### config.mk
export PLATFORM = sky130hd
export DESIGN_NAME = conn90_bus_master
export DESIGN_NICKNAME = d
export VERILOG_FILES = /design/src/rtl/conn90_bus_master.sv
export SDC_FILE = /design/constraint.sdc
export NUM_CORES = 1
export LEC_CHECK = 0
export BUFFER_PORTS_ARGS = -buffer_cell sky130_fd_sc_hd__buf_2
export CORE_AREA = 2 2 137 139
export CTS_BUF_LIST = sky130_fd_sc_hd__clkbuf_4 sky130_fd_sc_hd__clkbuf_8 sky130_fd_sc_hd__clkbuf_16
export CTS_CLUSTER_DIAMETER = 60
export CTS_CLUSTER_SIZE = 25
export DETAILED_ROUTE_END_ITERATION = 16
export DIE_AREA = 0 0 139 141
export PLACE_DENSITY = 0.73
export SLEW_MARGIN = 20
export SYNTH_ARGS = -nofsm -noshare
export SYNTH_HDL_FRONTEND = slang
export SYNTH_SLANG_ARGS = --single-unit
### constraint.sdc
create_clock -name CLK -period 6.6 [get_ports CLK]
set_input_delay 0.99 -clock CLK [delete_from_list [all_inputs] [get_ports CLK]]
set_output_delay 0.99 -clock CLK [all_outputs]
set_load 0.01 [all_outputs]
### src/rtl/conn90_bus_master.sv
// Board-side strobe/acknowledge master for the 90-pin backplane connector.
// Define CONN90_PARITY_EN to drive and check odd parity on pin 52.
module conn90_bus_master #(
   parameter int unsigned SETUP_CYC = 2,
   parameter int unsigned TIMEOUT   = 255,
   parameter int unsigned TURN_CYC  = 1
) (
   input  logic        CLK,
   input  logic        RST,
   input  logic        REQ_VALID,
   output logic        REQ_READY,
   input  logic        REQ_RW,
   input  logic [15:0] REQ_ADDR,
   input  logic [31:0] REQ_WDATA,
   output logic        RSP_VALID,
   output logic [31:0] RSP_RDATA,
   output logic        RSP_ERR,
   output logic        BUSY,
   input  logic [90:1] JACK_IN,
   output logic [90:1] JACK_OUT,
   output logic [90:1] JACK_OE
);

   // state   | meaning
   // IDLE    | ready for a request, connector released
   // SETUP   | addr/rw (and write data) driven, STB low; waits out a stale ACK
   // STROBE  | STB high, waiting for ACK to rise
   // RELEASE | STB low, bus still driven, waiting for ACK to fall
   // TURN    | all drivers released; response issued on the final cycle
   typedef enum logic [2:0] {
      S_IDLE    = 3'd0,
      S_SETUP   = 3'd1,
      S_STROBE  = 3'd2,
      S_RELEASE = 3'd3,
      S_TURN    = 3'd4
   } state_t;

   localparam int unsigned TMO_W = (TIMEOUT > 1) ? $clog2(TIMEOUT) : 1;
   localparam int unsigned SEQ_W = 4;
   localparam logic [TMO_W-1:0] TMO_LOAD   = TMO_W'(TIMEOUT - 1);
   localparam logic [TMO_W-1:0] TMO_ONE    = TMO_W'(1);
   localparam logic [SEQ_W-1:0] SETUP_LOAD = SEQ_W'(SETUP_CYC - 1);
   localparam logic [SEQ_W-1:0] TURN_LOAD  = SEQ_W'(TURN_CYC - 1);
   localparam logic [SEQ_W-1:0] SEQ_ONE    = SEQ_W'(1);

   state_t           state_q, state_d;
   logic [SEQ_W-1:0] seq_q, seq_d;
   logic [TMO_W-1:0] tmo_q, tmo_d;
   logic             rw_q, rw_d;
   logic [15:0]      addr_q, addr_d;
   logic [31:0]      wdata_q, wdata_d;
   logic [31:0]      rdata_q, rdata_d;
   logic             err_q, err_d;
   logic             rsp_valid_q, rsp_valid_d;
   logic [31:0]      rsp_rdata_q, rsp_rdata_d;
   logic             rsp_err_q, rsp_err_d;
   logic             ack_meta_q, ack_meta_d;
   logic             ack_s_q, ack_s_d;
   logic             par_bad;
   logic             par_out;
   logic             unused_pins;

   assign unused_pins = ^{JACK_IN[90:52], JACK_IN[50:33]};

`ifdef CONN90_PARITY_EN
   assign par_bad = ~(^{JACK_IN[32:1], addr_q, JACK_IN[52]});
   assign par_out = ~(^{wdata_q, addr_q});
`else
   assign par_bad = 1'b0;
   assign par_out = 1'b0;
`endif

   assign ack_meta_d = JACK_IN[51];
   assign ack_s_d    = ack_meta_q;

   always_comb begin
      state_d     = state_q;
      seq_d       = seq_q;
      tmo_d       = tmo_q;
      rw_d        = rw_q;
      addr_d      = addr_q;
      wdata_d     = wdata_q;
      rdata_d     = rdata_q;
      err_d       = err_q;
      rsp_valid_d = 1'b0;
      rsp_rdata_d = rsp_rdata_q;
      rsp_err_d   = rsp_err_q;

      case (state_q)
         S_IDLE: begin
            if (REQ_VALID) begin
               rw_d    = REQ_RW;
               addr_d  = REQ_ADDR;
               wdata_d = REQ_WDATA;
               rdata_d = '0;
               err_d   = 1'b0;
               seq_d   = SETUP_LOAD;
               tmo_d   = TMO_LOAD;
               state_d = S_SETUP;
            end
         end
         S_SETUP: begin
            if (seq_q != '0) begin
               seq_d = seq_q - SEQ_ONE;
            end else if (!ack_s_q) begin
               tmo_d   = TMO_LOAD;
               state_d = S_STROBE;
            end else if (tmo_q == '0) begin
               err_d   = 1'b1;
               seq_d   = TURN_LOAD;
               state_d = S_TURN;
            end else begin
               tmo_d = tmo_q - TMO_ONE;
            end
         end
         S_STROBE: begin
            if (ack_s_q) begin
               if (rw_q) begin
                  rdata_d = JACK_IN[32:1];
                  err_d   = par_bad;
               end
               tmo_d   = TMO_LOAD;
               state_d = S_RELEASE;
            end else if (tmo_q == '0) begin
               err_d   = 1'b1;
               seq_d   = TURN_LOAD;
               state_d = S_TURN;
            end else begin
               tmo_d = tmo_q - TMO_ONE;
            end
         end
         S_RELEASE: begin
            if (!ack_s_q) begin
               seq_d   = TURN_LOAD;
               state_d = S_TURN;
            end else if (tmo_q == '0) begin
               err_d   = 1'b1;
               seq_d   = TURN_LOAD;
               state_d = S_TURN;
            end else begin
               tmo_d = tmo_q - TMO_ONE;
            end
         end
         S_TURN: begin
            if (seq_q != '0) begin
               seq_d = seq_q - SEQ_ONE;
            end else begin
               state_d = S_IDLE;
            end
         end
         default: state_d = S_IDLE;
      endcase

      // response registers load on the edge entering the final TURN cycle
      if ((state_d == S_TURN) && (seq_d == '0)) begin
         rsp_valid_d = 1'b1;
         rsp_rdata_d = rdata_d;
         rsp_err_d   = err_d;
      end
   end

   always_comb begin
      JACK_OUT = '0;
      JACK_OE  = '0;
      if ((state_q == S_SETUP) || (state_q == S_STROBE) || (state_q == S_RELEASE)) begin
         JACK_OE[48:33]  = '1;
         JACK_OUT[48:33] = addr_q;
         JACK_OE[49]     = 1'b1;
         JACK_OUT[49]    = (state_q == S_STROBE);
         JACK_OE[50]     = 1'b1;
         JACK_OUT[50]    = rw_q;
         if (!rw_q) begin
            JACK_OE[32:1]  = '1;
            JACK_OUT[32:1] = wdata_q;
`ifdef CONN90_PARITY_EN
            JACK_OE[52]    = 1'b1;
            JACK_OUT[52]   = par_out;
`endif
         end
      end
   end

   always_ff @(posedge CLK) begin
      if (RST) begin
         state_q     <= S_IDLE;
         seq_q       <= '0;
         tmo_q       <= '0;
         rw_q        <= 1'b0;
         addr_q      <= '0;
         wdata_q     <= '0;
         rdata_q     <= '0;
         err_q       <= 1'b0;
         rsp_valid_q <= 1'b0;
         rsp_rdata_q <= '0;
         rsp_err_q   <= 1'b0;
         ack_meta_q  <= 1'b0;
         ack_s_q     <= 1'b0;
      end else begin
         state_q     <= state_d;
         seq_q       <= seq_d;
         tmo_q       <= tmo_d;
         rw_q        <= rw_d;
         addr_q      <= addr_d;
         wdata_q     <= wdata_d;
         rdata_q     <= rdata_d;
         err_q       <= err_d;
         rsp_valid_q <= rsp_valid_d;
         rsp_rdata_q <= rsp_rdata_d;
         rsp_err_q   <= rsp_err_d;
         ack_meta_q  <= ack_meta_d;
         ack_s_q     <= ack_s_d;
      end
   end

   assign REQ_READY = (state_q == S_IDLE);
   assign BUSY      = (state_q != S_IDLE);
   assign RSP_VALID = rsp_valid_q;
   assign RSP_RDATA = rsp_rdata_q;
   assign RSP_ERR   = rsp_err_q;

endmodule

==> results.ini, run 1 <==
[grt]
grtUsageMet3_pct=5.88
antenna_found_initial=1
grt_usage_pct=15.1
grt_max_degree=78
grt-ovfl-total=0
use_met2_pct=26.2
busiest_layer=met2
use_met1_pct=17.6
first_global_vias=4671
grt_pass1_wl_mm=23.9

[critical_path]
path_buf_inv=2
crit_slowest_cell=dfxtp_1
crit_arrival_ns=3.63
crit_chain=or3_1, inv_1, and2_2, nor3_1, a41oi_1, nor4_4, buf_4, mux2_1
reg2reg_depth=8
rrSetupSlack_ns=3.26
r2r_end=RSP_RDATA[15]
crit_path_end_kind=register
cpLargestDelayFamily=simple AND/OR/NAND/NOR gates
reg2reg_from=state_q[2]
start_kind=register
worstPathMaxFanout=50
required_ns=6.89
critical_path_class=reg2reg
max_stage_delay_ns=0.73

[die]
io_pins=358
die_w_um=139
die-area_um2=19600
coreArea_um2=18300
die_y_um=141
rows=50
start_util_pct=35.7

[synth]
yosys_warnings=0
yosys.area.top_type=dfxtp_1
yosysUniqueCellTypes=48
syn_area_um2=6520
syn_inst=775
synth_top_area_share_pct=40.8
avgSynthCellArea_um2=8.42
yosysSeqAreaShare_pct=40.8
ys_async_sr_fraction_pct=0
synth_area_leaders=dfxtp_1, buf_4, nand2_1
synthFlopType=dfxtp_1
ys_seq_elements=133
synth_edf_count=0

[final_layout]
multiInputGateArea_um2=2950
fillCellCount=1903
regArea_um2=2660
final_common_cell=buf_2
num_antenna_cells=0
final-instance-count-excl-fill=1165
drive_above_1_share_pct=29.0
layout.nets=1064
final_cell_mix=buf_2, dfxtp_1, nand2_1, conb_1, a21oi_1
areaGrowthSynthToFinish_pct=17.4

[sta]
fin_worst_skew_ns=0.00725
rsz0062_at_grt=false
setup_viol=0
holdWs_ns=0.437
layout_min_cycle_time_ns=3.34
max_freq_mhz=299
period_share_pct=50.7
slew_headroom_pct=35.2
slew_violations=0
timing_hold_violations_final=0
worst_slack_ns=3.26
tightest_slew_ns=0.973
fin_tns_setup_ns=0

[pwr]
peakVddDrop_uv=158
power_leakage_nw=3.67
power_per_cell_area_nw_per_um2=289
power_mw=2.22

[clock_tree]
clockBufferDepth=2
post-cts-setup-buffers=0
root_buffer=clkbuf_16
cts_tree=yes
numCtsBuffers=17
ctsResizeCount=0
clock-sinks=133
clock_latency_ns=0.41
hold_buffers=0
ctsHtreeMaxLevel=4
clk_pin_slew_ns=0.06

[routing]
dr.pass1.iters=4
vias=5265
drt-total-wl_mm=15.3
drt-wirelength-per-cell_um=13.1
dr.first_iter.drc_count=177
viasPerCell=4.52
drc=0
antenna_left=0

[worst_hold_path]
min_to=ack_s_q
hold_class=reg2reg
hp-start=ack_meta_q
holdPathStages=1

[outcome]
status=finished clean

[place]
pre_cts_slack_ns=3.22
place_congestion=0.835
placed_cells=1134
hpwlAfterDp_mm=10.7
port_buffers=220

[job]
cap_violations=0

through the flow:
stage               instance area (um2)  util, %
floorplan                          6820        -
global placement                   7090     38.8
detailed placement                 7090     38.8
CTS                                7650     41.9
global route                       7660     41.9
finish                             7660     41.9
cells in the mapped netlist, types with 2 or more instances:
| master | number |
|---|---|
| mux2_1 | 29 |
| or3_1 | 7 |
| o221ai_1 | 2 |
| buf_4 | 128 |
| inv_1 | 14 |
| o211ai_1 | 4 |
| a211oi_1 | 6 |
| nand2_1 | 103 |
| nor2_1 | 50 |
| nor3_1 | 12 |
| nand3_1 | 2 |
| buf_6 | 3 |
| clkbuf_1 | 47 |
| a22oi_1 | 32 |
| o21ai_0 | 3 |
| ha_1 | 3 |
| o311a_1 | 2 |
| a31oi_1 | 2 |
| mux2_2 | 4 |
| or4_1 | 2 |
| nor3b_1 | 3 |
| o21bai_1 | 2 |
| a21oi_1 | 66 |
| a21o_1 | 2 |
| nand2b_1 | 3 |
| nor2b_1 | 41 |
| dfxtp_1 | 133 |
| and2_1 | 50 |
report_power, final:
part / switching, mW / total (mW) / internal [mW]
Sequential: 0.0333 / 0.878 / 0.845
Combinational: 0.285 / 0.442 / 0.157
Clock: 0.354 / 0.895 / 0.541
Total: 0.672 / 2.22 / 1.54
kinds of logic (layout without fill, tap and decap cells):
family | after synthesis | after routing | share of synthesized area [%]
DFF | 133 | 133 | 40.8
buffers and inverters | 193 | 270 | 18.8
muxes | 34 | 34 | 5.85
xor gates and xnor gates | 1 | 1 | 0.134
and+or+nand+nor | 280 | 280 | 21.1
AOI/OAI and AO/OA | 130 | 130 | 12.6
adders and majority gates | 3 | 3 | 0.575
other | 1 | 80 | 0.0575
flip-flops by register name (all words and copies together) (netlist names), 3 cells and up:
signal,cells
RSP_RDATA,32
addr_q,16
rdata_q,32
seq_q,4
state_q,3
tmo_q,8
wdata_q,32
how the worst max path moves through the flow:
| stage | start | endpoint | slack (ns) | depth (start not counted) |
|---|---|---|---|---|
| finish | state_q[2] | RSP_RDATA[15] | 3.26 | 8 |
| global route | state_q[2] | RSP_RDATA[19] | 2.96 | 8 |
| CTS | state_q[1] | JACK_OUT[47] | 2.97 | 4 |
| detailed placement | REQ_VALID | RSP_RDATA[15] | 3.22 | 7 |
| global placement | REQ_VALID | RSP_RDATA[15] | 3.26 | 7 |
| floorplan | state_q[2] | JACK_OUT[24] | 3.43 | 5 |
area by class of cell:
class	instances	share of cell area, %
clock buffers	20	6.01
flip-flops and latches	133	34.8
clock inverters	11	1.32
repair buffers	225	14.9
multi-input cells	528	38.5
well taps	234	3.82
inverters	14	0.686
metal layers:
metal	wire length (um)	vias to the layer above
met5	0	-
met4	99	0
met3	1300	9
met2	7570	200
met1	6300	2415
li1	-	2641
(Power assumes the default switching activity.)
==> run 2: changes to the inputs <==
- ABC_AREA: unset -> 1
- CORE_AREA: 2 2 137 139 -> 2 2 140 142
- DIE_AREA: 0 0 139 141 -> 0 0 142 144
- PLACE_DENSITY: 0.73 -> 0.72
- clock period: 6.6 -> 3.1 ns (I/O delays scaled with it)
==> run 2 against run 1 <==
Effect of this change: highest routed layer is now met5; flip-flop and latch count unchanged; register-to-register slack got worse by 2.5 ns; clock-buffer cell count down 3; synthesized cell count increased by 24%.
==> results.ini, run 2 <==
[die]
die_y_um=144
die-area_um2=20400
coreArea_um2=19100
start_util_pct=35.6
die_w_um=142
io_pins=358
rows=51

[pwr]
p_comb_share_pct=28.6
peakVddDrop_uv=393
clkPwrFrac_pct=36.5
netSwitchingFraction_pct=35.5
internal-power_mw=3.61
seq_power_share_pct=34.9
power_leakage_nw=4.17
p_switching_mw=1.99
power_per_cell_area_nw_per_um2=696

[outcome]
status=finished clean

[sta]
max_freq_mhz=373
setup_viol=0
slew_headroom_pct=33.5
rsz0062_at_grt=false
timing_hold_violations_final=0
period_share_pct=86.4
slew_violations=0
fin_tns_setup_ns=0
layout_min_cycle_time_ns=2.68
fin_worst_skew_ns=0.00837
tightest_slew_ns=0.996
holdWs_ns=0.255

[critical_path]
crit_chain=inv_2, nand2_1, nand2_1, nor2_1, inv_1, nor2_1, buf_2
required_ns=2.63
start_kind=register
crit_arrival_ns=2.21
critical_path_class=reg2out
reg2reg_from=tmo_q[0]
crit_path_end_kind=output pin
r2r_end=RSP_RDATA[14]
max_stage_delay_ns=0.44
rrSetupSlack_ns=0.72
worstPathMaxFanout=32
crit_slowest_cell=inv_1
reg2reg_depth=12

[final_layout]
num_antenna_cells=0
layout.nets=1266
fillCellCount=1997
multiInputGateArea_um2=2640
final_common_cell=buf_2
areaGrowthSynthToFinish_pct=18.3
drive_above_1_share_pct=25.7
regArea_um2=2660
final_cell_mix=buf_2, inv_1, dfxtp_1, nor2_1, nand2_1

[worst_hold_path]
holdPathStages=3
hold_class=in2reg
min_to=ack_meta_q
hp-start=JACK_IN[51]

[synth]
syn_area_um2=6800
yosys.area.top_type=dfxtp_1
synth_most_common_cell=inv_1
synthFlopType=dfxtp_1
syn_inst=963
ys_seq_elements=133
synth_top_area_share_pct=39.2
ys_async_sr_fraction_pct=0
yosysUniqueCellTypes=35
avgSynthCellArea_um2=7.06
yosysSeqAreaShare_pct=39.2
synth_area_leaders=dfxtp_1, buf_4, inv_1
synth_edf_count=0
synth.top_cells.by_count=inv_1, dfxtp_1, nor2_1
yosys_warnings=0

[grt]
grt_usage_pct=16.0
grt-ovfl-total=0
antenna_found_initial=2
grt_max_degree=61
first_global_vias=5259
grt_pass1_wl_mm=26.0

[clock_tree]
post-cts-setup-buffers=0
ctsHtreeMaxLevel=4
hold_buffers=0
numCtsBuffers=17
ctsResizeCount=0
clock-sinks=133
clockBufferDepth=2
clock_latency_ns=0.41
cts_tree=yes
root_buffer=clkbuf_16
clk_pin_slew_ns=0.06

[routing]
viasPerCell=4.31
drc=0
drt-total-wl_mm=16.8
dr.first_iter.drc_count=310
dr.pass1.iters=4
antenna_left=0
drt-wirelength-per-cell_um=12.3
vias=5907

[place]
port_buffers=220
place_congestion=0.871
hpwlAfterDp_mm=11.9

[job]
cap_violations=0

## run 2: metal layers
| metal | GRT usage, % | share of wire (%) |
|---|---|---|
| met1 | 21.4 | 49 |
| met2 | 25.5 | 44 |
| met3 | 4.34 | 5.9 |
| met4 | 4.16 | 0.99 |
| met5 | 0 | 0.077 |
## run 2: final cells by class
| type | count | area share [%] |
|---|---|---|
| Timing Repair Buffer | 233 | 15.1 |
| Multi-Input combinational cell | 566 | 32.8 |
| Sequential cell | 133 | 33.1 |
| Clock buffer | 17 | 5.29 |
| Tap cell | 238 | 3.70 |
| Inverter | 170 | 7.93 |
| Clock inverter | 15 | 2.18 |
## run 2: metrics by stage
| stage | instance area, um2 | utilization [%] | total power [mW] | setup WS (ns) | std cells |
|---|---|---|---|---|---|
| 6_report | 8050 | 42.2 | 5.60 | 0.421 | 1372 |
| 5_1_grt | 8050 | 42.2 | 5.96 | 0.196 | 1372 |
| 4_1_cts | 8050 | 42.2 | 5.68 | 0.349 | 1372 |
| 3_5_place_dp | 7450 | 39.0 | 3.61 | 0.711 | 1340 |
| 3_3_place_gp | 7450 | 39.0 | 3.58 | 0.766 | 1340 |
| 2_1_floorplan | 7100 | - | 3.36 | 0.158 | 1042 |
## run 2: power by group through the flow
stage / Clock, mW / Combinational, mW / Sequential (mW)
after floorplan: 0 / 1.37 / 1.99
after global placement: 0 / 1.59 / 1.99
after detailed placement: 0 / 1.61 / 1.99
after CTS: 2.11 / 1.62 / 1.96
after global routing: 2.19 / 1.80 / 1.97
final: 2.04 / 1.60 / 1.96
## run 2: logic make-up (layout without fill, tap and decap cells)
| group | after synthesis | count (layout) | synth area share, % |
|---|---|---|---|
| compound gates | 166 | 166 | 13.9 |
| buf+inv | 343 | 435 | 26.5 |
| other cells | 1 | 80 | 0.0551 |
| flops | 133 | 133 | 39.2 |
| simple gates | 313 | 313 | 19.4 |
| fa+ha+maj | 3 | 3 | 0.552 |
| xor+xnor | 4 | 4 | 0.515 |
## run 2: worst max-delay path by stage
| stage | slack (ns) | startpoint | cells after the start | endpoint |
|---|---|---|---|---|
| floorplan | 0.16 | state_q[0] | 7 | JACK_OUT[10] |
| global placement | 0.77 | tmo_q[0] | 12 | RSP_RDATA[30] |
| detailed placement | 0.71 | tmo_q[0] | 12 | RSP_RDATA[11] |
| CTS | 0.35 | state_q[0] | 7 | JACK_OUT[23] |
| global route | 0.20 | state_q[0] | 7 | JACK_OUT[23] |
| finish | 0.42 | state_q[0] | 7 | JACK_OUT[22] |
## run 2: worst max-delay path, delay by kind of cell (launching register included)
family                 cells  cell delay [ns]
and+or+nand+nor            4             0.68
DFF                        1             0.41
buffers and inverters      3             0.70
==> run 3: changes to the inputs <==
- ABC_AREA: 1 -> unset
- CORE_AREA: 2 2 140 142 -> 2 2 139 141
- DIE_AREA: 0 0 142 144 -> 0 0 141 143
- PLACE_DENSITY: 0.72 -> 0.71
==> run 3 against run 2 <==
Effect of this change: sequential power shrank 5%; final cell count shrank 14%; sequential share of layout area grew 1.1 points; combinational power shrank 38%; first-iteration DRC count shrank 40%; power shrank 16%; register-to-register slack lost 0.65 ns; via count shrank 9.7%; worst hold slack gained 0.0032 ns; utilization shrank 0.28 points; highest routed layer is now met4.
==> results.ini, run 3 (synthesis results as in run 1) <==
[grt]
grt_max_degree=84
grt_pass1_wl_mm=24.6
grt-ovfl-total=0
grt_usage_pct=15.5
first_global_vias=4911
antenna_found_initial=2

[critical_path]
max_stage_delay_ns=0.56
crit_slowest_cell=or4_1
required_ns=3.40
critical_path_class=reg2reg
start_kind=register
crit_arrival_ns=3.33
crit_path_end_kind=register
crit_chain=or4_1, o41a_1, a21o_1, a221o_1, nor4_4, buf_4, clkbuf_16, mux2_1
worstPathMaxFanout=17

[job]
cap_violations=0

[routing]
viasPerCell=4.52
antenna_left=0
drt-wirelength-per-cell_um=13.6
drt-total-wl_mm=16.1
vias=5334
dr.pass1.iters=4
dr.first_iter.drc_count=187
drc=0

[clock_tree]
clk_pin_slew_ns=0.06
clockBufferDepth=2
clock_latency_ns=0.42
cts_tree=yes
clock-sinks=133
ctsHtreeMaxLevel=4
numCtsBuffers=17
root_buffer=clkbuf_16

[pwr]
p_switching_mw=1.45
power_mw=4.72
internal-power_mw=3.27
power_per_cell_area_nw_per_um2=606
p_comb_share_pct=21.0
power_leakage_nw=3.74
peakVddDrop_uv=342
clkPwrFrac_pct=39.6
seq_power_share_pct=39.5
netSwitchingFraction_pct=30.7

[sta]
layout_min_cycle_time_ns=3.03
fin_worst_skew_ns=0.00811
timing_hold_violations_final=0
slew_headroom_pct=36.1
slew_violations=0
period_share_pct=97.7
tightest_slew_ns=0.956
holdWs_ns=0.258
max_freq_mhz=330
setup_viol=0

[outcome]
status=finished clean

[place]
place_congestion=0.798
hpwlAfterDp_mm=11.0
port_buffers=220
placed_cells=1146
postPlaceCellArea_um2=7190

[final_layout]
fillCellCount=1866
final_cell_mix=buf_2, dfxtp_1, nand2_1, conb_1, a21oi_1
final-instance-count-excl-fill=1181
final_common_cell=buf_2
design_area_um2=7780
layout.nets=1078
areaGrowthSynthToFinish_pct=19.3
drive_above_1_share_pct=30.1
fin_util_pct=41.9

[die]
start_util_pct=35.1
io_pins=358
die_y_um=143
die-area_um2=20200
rows=50
die_w_um=141
coreArea_um2=18600

[worst_hold_path]
hold_class=in2reg

-- run 3: path summary, 6_finish.rpt --
kind / startpoint / to / slack, ns / depth (start not counted)
hold / removal: JACK_IN[51] / ack_meta_q / 0.26 / 2
setup / recovery: tmo_q[3] / RSP_RDATA[7] / 0.07 / 8
hold reg to reg: ack_meta_q / ack_s_q / 0.44 / 1
setup reg to reg: tmo_q[3] / RSP_RDATA[7] / 0.07 / 8
-- run 3: power groups by stage --
stage	logic (mW)	registers [mW]	clock network [mW]
6_report	0.990	1.86	1.87
5_1_grt	1.11	1.87	2.00
4_1_cts	0.996	1.86	1.92
3_5_place_dp	0.994	1.90	0
3_3_place_gp	0.986	1.90	0
2_1_floorplan	0.900	1.88	0
-- run 3: per-stage QoR --
| step | setup slack (ns) | TNS [ns] |
|---|---|---|
| 3_3_place_gp | 0.0800 | 0 |
| 5_1_grt | -0.0182 | -0.183 |
| 3_5_place_dp | 0.0718 | 0 |
| 4_1_cts | 0.0308 | 0 |
| 2_1_floorplan | 0.0932 | 0 |
| 6_report | 0.0703 | 0 |
-- run 3: cell type report --
cell class / instances / area [um2] / area share [%]
clock inverter: 10 / 73.8 / 0.948
tap: 234 / 293 / 3.76
sequential: 133 / 2660 / 34.2
clock buffer: 21 / 480 / 6.17
inverter: 14 / 52.6 / 0.675
timing repair buffer: 239 / 1270 / 16.3
multi-input combinational: 528 / 2950 / 37.8
antenna: 2 / 5.00 / 0.0643
-- run 3: what timing repair did --
action,4_1_cts,5_1_grt
hold buffers,0,0
buffers inserted,0,1
resized for setup,0,3
endpoints found under the setup margin,0,33
-- run 3: worst max-delay path, delay by kind of cell (launching register included) --
family | cells | cell delay [ns]
muxes | 1 | 0.35
and+or+nand+nor | 2 | 0.83
buffers and inverters | 2 | 0.38
DFF | 1 | 0.34
AOI/OAI and AO/OA | 3 | 0.99
-- run 3: routing by layer --
metal | wire length, um | up-vias | global-route usage [%] | share of wire, %
met5 | 0 | - | 0 | 0
met4 | 155 | 0 | 5.05 | 0.96
met1 | 6890 | 2442 | 17.6 | 43
met2 | 7830 | 200 | 26.4 | 49
li1 | - | 2679 | - | -
met3 | 1200 | 13 | 6.37 | 7.4
